## config.mk

```make
export PLATFORM = sky130hd
export DESIGN_NAME = decode_ctrl_stage
export DESIGN_NICKNAME = d
export VERILOG_FILES = /design/src/rtl/decode_ctrl_stage.sv
export SDC_FILE = /design/constraint.sdc
export NUM_CORES = 1
export LEC_CHECK = 0
export ABC_AREA = 1
export CORE_UTILIZATION = 48
export CTS_CLUSTER_SIZE = 14
export DETAILED_ROUTE_END_ITERATION = 16
export DONT_BUFFER_PORTS = 1
export REMOVE_ABC_BUFFERS = 1
export SYNTH_ARGS = -nofsm -noshare
export SYNTH_HDL_FRONTEND = slang
export SYNTH_SLANG_ARGS = --single-unit
```

## constraint.sdc

```tcl
create_clock -name clk -period 1.7 [get_ports clk]
set_input_delay 0.425 -clock clk [delete_from_list [all_inputs] [get_ports clk]]
set_output_delay 0.425 -clock clk [all_outputs]
set_load 0.05 [all_outputs]
```

## src/rtl/decode_ctrl_stage.sv

```systemverilog
// Decode/control stage: turns a fetched 16-bit instruction into a registered
// control bundle, tracks the exception flow (SIIC/RTI) and the halted state,
// and counts illegal instructions.
module decode_ctrl_stage #(
    parameter int unsigned     PC_W         = 16,
    parameter logic [PC_W-1:0] EXC_VEC      = 16'h0002,
    parameter bit              ENABLE_EXC   = 1'b1,
    parameter logic [31:0]     ILLEGAL_MASK = 32'h0,
    parameter int unsigned     CNT_W        = 8
) (
    input  logic            clk,
    input  logic            rst_n,
    input  logic            in_valid,
    output logic            in_ready,
    input  logic [15:0]     in_instr,
    input  logic [PC_W-1:0] in_pc,
    input  logic            halt_ext,
    input  logic            flush,
    output logic            out_valid,
    input  logic            out_ready,
    output logic            out_reg_wrt,
    output logic            out_mem_rd,
    output logic            out_mem_wr,
    output logic            out_branch,
    output logic            out_jmp,
    output logic            out_jmp_reg,
    output logic [4:0]      out_alu_op,
    output logic            out_halt,
    output logic            out_err,
    output logic            out_redirect,
    output logic [PC_W-1:0] out_redirect_pc,
    output logic [CNT_W-1:0] err_cnt,
    output logic [1:0]      state
);

    typedef enum logic [1:0] {
        StRun    = 2'b00,
        StExc    = 2'b01,
        StHalted = 2'b10
    } state_e;

    localparam logic [4:0] OpHalt = 5'b00000;
    localparam logic [4:0] OpSiic = 5'b00010;
    localparam logic [4:0] OpRti  = 5'b00011;

    state_e           state_q, state_d;
    logic [PC_W-1:0]  epc_q;
    logic [CNT_W-1:0] err_cnt_q;
    logic             out_valid_q, out_valid_d;

    logic [4:0] op;
    logic       accept;
    logic       is_siic, is_rti, illegal, siic_ok, rti_ok, do_halt;
    logic       dec_reg_wrt, dec_mem_rd, dec_mem_wr, dec_branch, dec_jmp, dec_jmp_reg;

    assign op     = in_instr[15:11];
    assign accept = in_valid && in_ready && !flush;

    // Instruction classification; illegal ones must not touch any architectural state.
    always_comb begin
        is_siic = (op == OpSiic);
        is_rti  = (op == OpRti);
        illegal = ILLEGAL_MASK[op]
                  || ((is_siic || is_rti) && !ENABLE_EXC)
                  || (is_siic && state_q == StExc)
                  || (is_rti && state_q == StRun);
        siic_ok = is_siic && !illegal;
        rti_ok  = is_rti && !illegal;
        // External halt applies to whatever instruction is accepted alongside it.
        do_halt = halt_ext || (op == OpHalt && !illegal);
    end

    // Control-bit decode, all write/branch/jump bits suppressed for illegal instructions.
    always_comb begin
        dec_reg_wrt = (op[4:2] == 3'b010) || (op[4:2] == 3'b101) || (op[4:3] == 2'b11)
                      || (op inside {5'b10001, 5'b10010, 5'b10011, 5'b00110, 5'b00111});
        dec_mem_rd  = (op == 5'b10001);
        dec_mem_wr  = (op == 5'b10000) || (op == 5'b10011);
        dec_branch  = (op[4:2] == 3'b011);
        dec_jmp     = (op == 5'b00100) || (op == 5'b00110);
        dec_jmp_reg = (op == 5'b00101) || (op == 5'b00111);
        if (illegal) begin
            dec_reg_wrt = 1'b0;
            dec_mem_rd  = 1'b0;
            dec_mem_wr  = 1'b0;
            dec_branch  = 1'b0;
            dec_jmp     = 1'b0;
            dec_jmp_reg = 1'b0;
        end
    end

    // FSM state register.
    always_ff @(posedge clk or negedge rst_n) begin
        if (!rst_n) begin
            state_q <= StRun;
        end else begin
            state_q <= state_d;
        end
    end

    // FSM next state: only accepted instructions move the state; HALTED is sticky.
    always_comb begin
        state_d = state_q;
        if (accept) begin
            if (do_halt) begin
                state_d = StHalted;
            end else if (siic_ok) begin
                state_d = StExc;
            end else if (rti_ok) begin
                state_d = StRun;
            end
        end
    end

    // FSM outputs: handshake and visible state.
    always_comb begin
        in_ready = (state_q != StHalted) && (!out_valid_q || out_ready);
        state    = state_q;
    end

    // Output valid: flush wins, then a new accept, then drain on consume.
    always_comb begin
        out_valid_d = out_valid_q;
        if (flush) begin
            out_valid_d = 1'b0;
        end else if (accept) begin
            out_valid_d = 1'b1;
        end else if (out_ready) begin
            out_valid_d = 1'b0;
        end
    end

    // Control bundle, exception PC and illegal counter; bundle loads only on accept.
    always_ff @(posedge clk or negedge rst_n) begin
        if (!rst_n) begin
            out_valid_q     <= 1'b0;
            out_reg_wrt     <= 1'b0;
            out_mem_rd      <= 1'b0;
            out_mem_wr      <= 1'b0;
            out_branch      <= 1'b0;
            out_jmp         <= 1'b0;
            out_jmp_reg     <= 1'b0;
            out_alu_op      <= 5'b0;
            out_halt        <= 1'b0;
            out_err         <= 1'b0;
            out_redirect    <= 1'b0;
            out_redirect_pc <= '0;
            epc_q           <= '0;
            err_cnt_q       <= '0;
        end else begin
            out_valid_q <= out_valid_d;
            if (accept) begin
                out_reg_wrt     <= dec_reg_wrt;
                out_mem_rd      <= dec_mem_rd;
                out_mem_wr      <= dec_mem_wr;
                out_branch      <= dec_branch;
                out_jmp         <= dec_jmp;
                out_jmp_reg     <= dec_jmp_reg;
                out_alu_op      <= op;
                out_halt        <= do_halt;
                out_err         <= illegal;
                out_redirect    <= (siic_ok || rti_ok) && !do_halt;
                out_redirect_pc <= siic_ok ? EXC_VEC : (rti_ok ? epc_q : '0);
                if (siic_ok) begin
                    epc_q <= in_pc;
                end
                if (illegal && err_cnt_q != {CNT_W{1'b1}}) begin
                    err_cnt_q <= err_cnt_q + CNT_W'(1);
                end
            end
        end
    end

    assign out_valid = out_valid_q;
    assign err_cnt   = err_cnt_q;

endmodule

```

==> flow_summary.json <==
{
  "run_status": "finished, violations left",
  "violations": "hold timing",
  "hold_wc_path_type": "in -> async",
  "cts_setup_buffers": 0,
  "final_antenna_net_count": 0,
  "grt_util_all_layers_pct": 18.3,
  "layout.area.seq_mm2": 0.00143,
  "final_cell_count_no_fill": 384,
  "numClockSinks": 57,
  "die-height_um": 76.9,
  "r2r_start": "state[1]$_DFFE_PN0P_",
  "grt_pass1_vias": 1754,
  "cts_resized": 0,
  "global_route_wire_length_before_repair_um": 8350,
  "detailroute.via_count": 1872,
  "yosys.area_share.simple_pct": 33.3,
  "power_per_cell_area_mw_per_mm2": 1320,
  "vias_per_cell": 4.88,
  "timing.critical_path.max_delay_family": "flip-flops",
  "largest_family_of_logic_cells_by_synthesized_area": "simple AND/OR/NAND/NOR gates",
  "final-setup-viol-count": 0,
  "ctsHtreeMaxLevel": 3,
  "clock-root-buffer": "clkbuf_8",
  "critPathMaxStageDelay_ps": 420,
  "grt_antenna_before_repair": 0,
  "initial_utilization_pct": 51.4,
  "fp-row-count": 26,
  "number_of_enable_flip_flop_cells_after_synthesis": 0,
  "total_leakage_power_nw": 1.59,
  "worstSetupEndpointType": "primary output",
  "fmax_mhz": 624,
  "area_grow_syn2layout_pct": 12.7,
  "cp.required_ps": 1270,
  "port-buffer-count": 0,
  "drive_gt1_share_pct": 22.3,
  "floorplan.die.width_um": 76.9,
  "crit_path_cells": "inv_2 -> nand2_2 -> nand2_4 -> inv_1 -> buf_12",
  "core_region_area_mm2": 0.00524,
  "synth_seq_cells": 57,
  "synth_mux_area_share_pct": 0,
  "worst_slew_margin_rel_pct": 66.6,
  "cap_violations": 0,
  "timing_hold_violations_final": 57,
  "slowest_stage": "dfrtp_1",
  "syn_area_per_cell_um2": 9.25,
  "cts_made_buffers": 9,
  "global_route.usage.met3_pct": 5.60,
  "grt_start_max_net_pins": 58,
  "overflow": 0,
  "crit_start": "state[0]$_DFFE_PN0P_",
  "antennaDiodeCount": 0,
  "cell_count_after_synthesis": 291,
  "total_half_perimeter_wirelength_after_legalization_and_detailed_placement_um": 3290,
  "ir_drop_v": 0.000719,
  "starting_drc_count_in_detailed_routing": 102,
  "top_ports": 80,
  "wire_per_inst_um": 13.0,
  "met2_usage_pct": 29.9,
  "count_of_final_max_slew_check_failures": 0,
  "criticalPathCategory": "reg -> out",
  "syn_area_mm2": 0.00269,
  "clk_pin_slew_ps": 60,
  "crit_arrival_ps": 1180,
  "num-fill-cells": 491,
  "asr_flop_ratio_synth_pct": 100,
  "route.final.wire_length_um": 5010,
  "multi_input_comb_area_mm2": 0.00110,
  "synth-seq-area-share_pct": 53.0,
  "design.die.area_mm2": 0.00591,
  "yosys.area_share.adder_pct": 0.465,
  "worst_setup_path_start_kind": "register",
  "synth_compound_area_share_pct": 5.11,
  "netlist-cell-type-count": 32,
  "tightestPinTransition_ps": 501,
  "layout.nets": 349,
  "placed_cells": 369,
  "fin_skew_ps": 10.3,
  "first_pass_detailed_route_iteration_total": 4,
  "timing.critical_path.buf_inv": 3,
  "synth_warnings": 0,
  "met1_routing_resource_usage_after_global_routing_pct": 22.0,
  "cts_max_path_buffers": 2,
  "fraction_of_synthesized_cell_area_in_xor_and_xnor_cells_pct": 1.95,
  "unrepaired_setup_endpoints_after_global_routing": "no",
  "finalWorstPathRequiredPeriod_ps": 1600,
  "remaining_drc_errors": 0,
  "globalplace.congestion": 0.704,
  "crit_path_max_fo": 4,
  "clock_latency_ps": 320,
  "top_usage_layer": "met2",
  "cts_tree": "built",
  "layout_worst_path_cycle_share_pct": 94.3,
  "synthFlopType": "dfrtp_1",
  "hold_slack_ps": -202
}
[final cells by class]
class	count	share of cell area, %
Timing Repair Buffer	17	4.62
Inverter	21	2.85
Tap cell	70	2.89
Multi-Input combinational cell	204	36.2
Sequential cell	57	47.0
Clock inverter	3	1.32
Clock buffer	12	5.11
[worst paths after layout]
check                                                 end  slack [ps]  depth (start not counted)
max in group asynchronous         out_jmp_reg$_DFFE_PN0P_        1790                          0
worst max-delay path                             in_ready         100                          5
worst min register to register      epc_q[13]$_DFFE_PN0P_         470                          2
min in group clk                     epc_q[6]$_DFFE_PN0P_         220                          2
worst min-delay path            out_alu_op[3]$_DFFE_PN0P_        -200                          0
worst max register to register      epc_q[15]$_DFFE_PN0P_         180                          8
[synthesized netlist by cell type (2+ instances only)]
library cell / n / area share (%)
a21oi_1: 3 / 0.56
buf_2: 3 / 0.56
buf_6: 2 / 0.84
dfrtp_1: 57 / 53
inv_1: 15 / 2.1
inv_2: 4 / 0.56
nand2_1: 115 / 16
nand2_2: 13 / 3.0
nand2_4: 2 / 0.84
nand3_1: 23 / 4.3
nand3_4: 2 / 1.3
nand4_1: 4 / 0.93
nand4_4: 2 / 1.6
nor2_1: 8 / 1.1
nor2_4: 2 / 0.84
nor2_8: 3 / 2.2
o21ai_0: 8 / 1.5
o21ai_2: 7 / 2.3
xnor2_1: 4 / 1.3
xor2_1: 2 / 0.65
[per-layer routing]
layer  vias to the layer above  share of wire [%]
li1                        950                  -
met1                       865                 45
met2                        50                 47
met3                         7                6.1
met4                         0                1.3
met5                         -                  0
[stage by stage]
stage          power [mW]  area [µm²]  worst slack (ps)  utilization [%]  TNS [ps]
3_5_place_dp         2.78        2840               116             54.2         0
2_1_floorplan        2.59        2610              -161                -     -3180
3_3_place_gp         2.77        2840               139             54.2         0
4_1_cts              4.05        3030              74.6             57.9         0
6_report             4.00        3030              97.4             57.9         0
5_1_grt              4.18        3030              22.3             57.9         0
[logic make-up after synthesis]
group,after synthesis
flip-flops,57
adder cells (fa/ha/maj),1
AO/OA/AOI/OAI,21
buffers and inverters,30
XOR/XNOR,6
AND/OR/NAND/NOR,176
[cells in the final DEF (no fill, tap or decap), types with 2 or more instances in the layout]
cell      synthesis  routed
o21ai_0           8       8
o21ai_2           7       7
buf_4             0      16
nand3_4           2       2
nor2_4            2       2
nand4_4           2       2
dfrtp_1          57      57
nand2_4           2       2
a21oi_1           3       3
xnor2_1           4       4
nor2_8            3       3
inv_1            15      15
xor2_1            2       2
nor2_1            8       8
clkbuf_8          0      11
nand2_1         115     115
inv_2             4       4
nand2_2          13      13
nand3_1          23      23
nand4_1           4       4
clkinv_2          0       2
[report_power, final]
group | total [mW] | leakage, nW | internal, mW | switching, mW
Sequential | 2.17 | 0.768 | 1.54 | 0.627
Clock | 1.25 | 0.102 | 0.745 | 0.507
Combinational | 0.575 | 0.722 | 0.216 | 0.359
Note: power is estimated with default switching activity, not from simulation.
